### config.mk
export PLATFORM = sky130hd
export DESIGN_NAME = interval_timer_100us
export DESIGN_NICKNAME = d
export VERILOG_FILES = /design/src/rtl/interval_timer_100us.sv
export SDC_FILE = /design/constraint.sdc
export NUM_CORES = 1
export LEC_CHECK = 0
export ABC_AREA = 1
export CAP_MARGIN = 5
export CORE_MARGIN = 4
export CORE_UTILIZATION = 45
export DETAILED_ROUTE_END_ITERATION = 8
export PLACE_DENSITY = 0.7
export SYNTH_ARGS = -nofsm -noshare
export SYNTH_HDL_FRONTEND = slang
export SYNTH_SLANG_ARGS = --single-unit
### constraint.sdc
create_clock -name clk -period 1.7 [get_ports clk]
set_clock_uncertainty 0.15 [all_clocks]
set_input_delay 0.255 -clock clk [delete_from_list [all_inputs] [get_ports clk]]
set_output_delay 0.255 -clock clk [all_outputs]
set_load 0.005 [all_outputs]
### src/rtl/interval_timer_100us.sv
// Programmable interval timer counting in 100 us ticks derived from an
// 11-bit prescaler; supports one-shot and auto-reload modes with sticky irq/overrun.
module interval_timer_100us #(
  parameter int TICKCOUNT = 1249
) (
  input  logic        clk,
  input  logic        reset,
  input  logic        write,
  input  logic [15:0] load_val,
  input  logic        periodic,
  input  logic        cancel,
  input  logic        irq_ack,
  output logic        busy,
  output logic        irq,
  output logic        overrun,
  output logic [15:0] remaining
);

  localparam logic [10:0] TICK_RELOAD = 11'(TICKCOUNT);

  typedef enum logic {IDLE, RUN} state_e;

  state_e      state_q, state_d;
  logic [10:0] ticks_q, ticks_d;
  logic [15:0] remaining_q, remaining_d;
  logic [15:0] reload_q, reload_d;
  logic        periodic_q, periodic_d;
  logic        busy_q, busy_d;
  logic        irq_q, irq_d;
  logic        overrun_q, overrun_d;
  logic        expiry;

  // Priority is write > cancel > countdown; a zero-length write counts as an
  // immediate expiry so software sees the same irq it would for a real interval.
  always_comb begin
    state_d     = state_q;
    ticks_d     = ticks_q;
    remaining_d = remaining_q;
    reload_d    = reload_q;
    periodic_d  = periodic_q;
    expiry      = 1'b0;

    if (write) begin
      periodic_d = periodic;
      reload_d   = load_val;
      if (load_val != 16'd0) begin
        state_d     = RUN;
        remaining_d = load_val;
        ticks_d     = TICK_RELOAD;
      end else begin
        state_d     = IDLE;
        remaining_d = 16'd0;
        expiry      = 1'b1;
      end
    end else if (cancel) begin
      state_d     = IDLE;
      remaining_d = 16'd0;
    end else if (state_q == RUN) begin
      if (ticks_q != 11'd0) begin
        ticks_d = ticks_q - 11'd1;
      end else if (remaining_q > 16'd1) begin
        ticks_d     = TICK_RELOAD;
        remaining_d = remaining_q - 16'd1;
      end else begin
        expiry = 1'b1;
        if (periodic_q) begin
          remaining_d = reload_q;
          ticks_d     = TICK_RELOAD;
        end else begin
          remaining_d = 16'd0;
          state_d     = IDLE;
        end
      end
    end

    busy_d = (state_d == RUN);

    // An expiry always wins over an acknowledge on the same edge; overrun only
    // accumulates when the previous irq was left unacknowledged.
    if (expiry) begin
      irq_d     = 1'b1;
      overrun_d = irq_ack ? 1'b0 : (overrun_q | irq_q);
    end else if (irq_ack) begin
      irq_d     = 1'b0;
      overrun_d = 1'b0;
    end else begin
      irq_d     = irq_q;
      overrun_d = overrun_q;
    end
  end

  always_ff @(posedge clk) begin
    if (reset) begin
      state_q     <= IDLE;
      ticks_q     <= TICK_RELOAD;
      remaining_q <= 16'd0;
      reload_q    <= 16'd0;
      periodic_q  <= 1'b0;
      busy_q      <= 1'b0;
      irq_q       <= 1'b0;
      overrun_q   <= 1'b0;
    end else begin
      state_q     <= state_d;
      ticks_q     <= ticks_d;
      remaining_q <= remaining_d;
      reload_q    <= reload_d;
      periodic_q  <= periodic_d;
      busy_q      <= busy_d;
      irq_q       <= irq_d;
      overrun_q   <= overrun_d;
    end
  end

  assign busy      = busy_q;
  assign irq       = irq_q;
  assign overrun   = overrun_q;
  assign remaining = remaining_q;

endmodule

==> impl_metrics.env <==
export IMPL_status="complete, but fails checks"
export IMPL_violations="negative setup slack"
export IMPL_drive_above_1_share_pct=29.1
export IMPL_clk_pin_slew_ns=0.08
export IMPL_drt_iter0_drc=245
export IMPL_end_kind="flop"
export IMPL_pwr_density_cell_mw_per_mm2=699
export IMPL_clock_latency_ns=0.30
export IMPL_synthTopCellsByArea="dfxtp_1, nand2_1, nor2_1"
export IMPL_wire_per_inst_um=14.5
export IMPL_clock_sinks=47
export IMPL_die_x_um=88.9
export IMPL_cp_data_required_time_ns=1.78
export IMPL_wl_met2_um=4480
export IMPL_ant_nets=0
export IMPL_viasPerCell=5.31
export IMPL_fp_dieH_um=88.9
export IMPL_core_mm2=0.00635
export IMPL_wl_met1_um=3960
export IMPL_numCtsBuffers=5
export IMPL_yosysWarnings=0
export IMPL_grt_overflow=0
export IMPL_max_freq_mhz=575
export IMPL_setup_tns_ns=-0.273
export IMPL_crit_type="reg -> reg"
export IMPL_layout_filler_cells=537
export IMPL_synth_top_cell_by_area="dfxtp_1"
export IMPL_postSynthAreaPerCell_um2=6.66
export IMPL_nets=581
export IMPL_arrival_ns=1.82
export IMPL_cts_htree_levels=2
export IMPL_portBuffers=40
export IMPL_synthCells=442
export IMPL_layout_commonest_cell="nand2_1"
export IMPL_rsz0062_at_grt="true"
export IMPL_io_pins=41
export IMPL_maxCapViolCount=0
export IMPL_ir_drop_v=0.000436
export IMPL_grt_pass1_vias=3221
export IMPL_grt_start_max_net_pins=27
export IMPL_setup_ws_ns=-0.0403
export IMPL_fin_crit_sh_pct=102
export IMPL_die_area_mm2=0.00789
export IMPL_hold_viol=0
export IMPL_ys_ff_latch=47
export IMPL_syn_nets=468
export IMPL_cts_buffer_depth=2
export IMPL_report_final_slew_viol_count=0
export IMPL_track_usage_pct=24.1
export IMPL_highest_layer="met4"
export IMPL_synth_area_mm2=0.00294
export IMPL_cts_root_buffer="clkbuf_8"
export IMPL_drtPass1Iterations=5
export IMPL_diodes=0
export IMPL_hpwl_um=6570
export IMPL_seq_area_um2=960
export IMPL_antenna_found_initial=0
export IMPL_hold_path_class="reg -> reg"
export IMPL_wirelength_um=9170
export IMPL_finalSetupViolCount=16
export IMPL_p_total_w=0.00302
export IMPL_place_worst_setup_slack_ns=-0.310
export IMPL_fin_util_pct=68.0
export IMPL_crit_fanout=7
export IMPL_floorplan_rows=29
export IMPL_num_vias=3364
export IMPL_multi_input_area_mm2=0.00194
export IMPL_max_slew_worst_pin_slew_ns=0.341
export IMPL_relSlewSlack_pct=77.2
export IMPL_start_util_pct=46.3
export IMPL_p_leak_nw=2.01
export IMPL_yosysTopAreaCellShare_pct=32.0
export IMPL_critPathLaunchType="flop"
export IMPL_grt_pass1_wl_um=15000
export IMPL_gp_congestion=0.845
export IMPL_dr_wl_met3_um=577
export IMPL_min_period_ns=1.74
export IMPL_ys_seq_area_share_pct=32.0
export IMPL_area_delta_synth_final_pct=46.8
export IMPL_drc_errors=0
export IMPL_cts_tree="built"
export IMPL_synthDistinctLibCells=35
export IMPL_final_cell_mix="nand2_1, buf_4, nor2_1"
export IMPL_hold_buffers=0
[flip-flops by register name, summed over array words and instances, names as in the netlist]
register,count
reload_q,16
remaining,16
ticks_q,11
busy,1
irq,1
overrun,1
periodic_q,1
[worst paths after layout]
path	start	cells past startpoint	end	slack, ns
min	reload_q[8]$_SDFFE_PP0P_	2	reload_q[8]$_SDFFE_PP0P_	0.31
max reg2reg	ticks_q[0]$_SDFFE_PP1P_	11	remaining[9]$_SDFFE_PP0P_	-0.04
max	ticks_q[0]$_SDFFE_PP1P_	11	remaining[9]$_SDFFE_PP0P_	-0.04
min reg2reg	reload_q[8]$_SDFFE_PP0P_	2	reload_q[8]$_SDFFE_PP0P_	0.31
[cell usage after synthesis (all sizes together)]
| library cell | count |
|---|---|
| clkbuf | 10 |
| o21ai | 32 |
| nor2 | 62 |
| xnor2 | 3 |
| clkinv | 1 |
| xor2 | 13 |
| inv | 35 |
| and2 | 1 |
| nand3b | 1 |
| o211ai | 4 |
| a31oi | 1 |
| a21o | 2 |
| dfxtp | 47 |
| nand3 | 22 |
| a21oi | 49 |
| buf | 7 |
| nand4 | 18 |
| nor3 | 2 |
| nand2 | 128 |
| ha | 4 |
[layer usage]
layer	vias to the layer above	track usage [%]
li1	1677	-
met1	1528	31.4
met2	145	41.6
met3	14	2.89
met4	0	7.69
met5	-	0
[logic make-up after synthesis]
family	Yosys count	synth area share [%]
AOI/OAI and AO/OA	88	17.2
xor gates and xnor gates	16	4.76
adders and majority gates	4	1.70
buffers and inverters	53	7.70
DFF	47	32.0
and+or+nand+nor	234	36.7
[stage by stage]
stage / hold slack, ns / cell area, um2 / instances
after floorplan: 0.245 / 2950 / 442
after global placement: 0.299 / 3890 / 612
after detailed placement: 0.302 / 3890 / 612
after CTS: 0.316 / 4250 / 631
after global routing: 0.328 / 4320 / 633
final: 0.315 / 4320 / 633
[worst max-delay path: stages (launching register included)]
cell     delay [ns]
dfxtp_2        0.34
inv_2          0.07
ha_4           0.13
buf_6          0.09
nand2_4        0.06
nor2_4         0.11
nand2_4        0.09
o21ai_4        0.16
buf_12         0.15
buf_8          0.12
o21ai_1        0.06
a21oi_1        0.13
[area by class of cell]
| class | instances | share of cell area (%) |
|---|---|---|
| multi-input cells | 343 | 44.8 |
| repair buffers | 121 | 24.9 |
| flip-flops and latches | 47 | 22.2 |
| inverters | 36 | 3.36 |
| clock buffers | 8 | 2.32 |
| well taps | 77 | 2.23 |
| repair inverters | 1 | 0.145 |
[report_power, final]
group / internal, W / switching [W]
registers: 0.00118 / 0.0000602
logic: 0.000502 / 0.000548
clock network: 0.000372 / 0.000360
[what timing repair did]
action,CTS,global route
resized for setup,57,24
endpoints found under the setup margin,33,38
buffers inserted,9,2
cloned,3,0
pin swaps,12,7
Note: power is estimated with default switching activity, not from simulation.
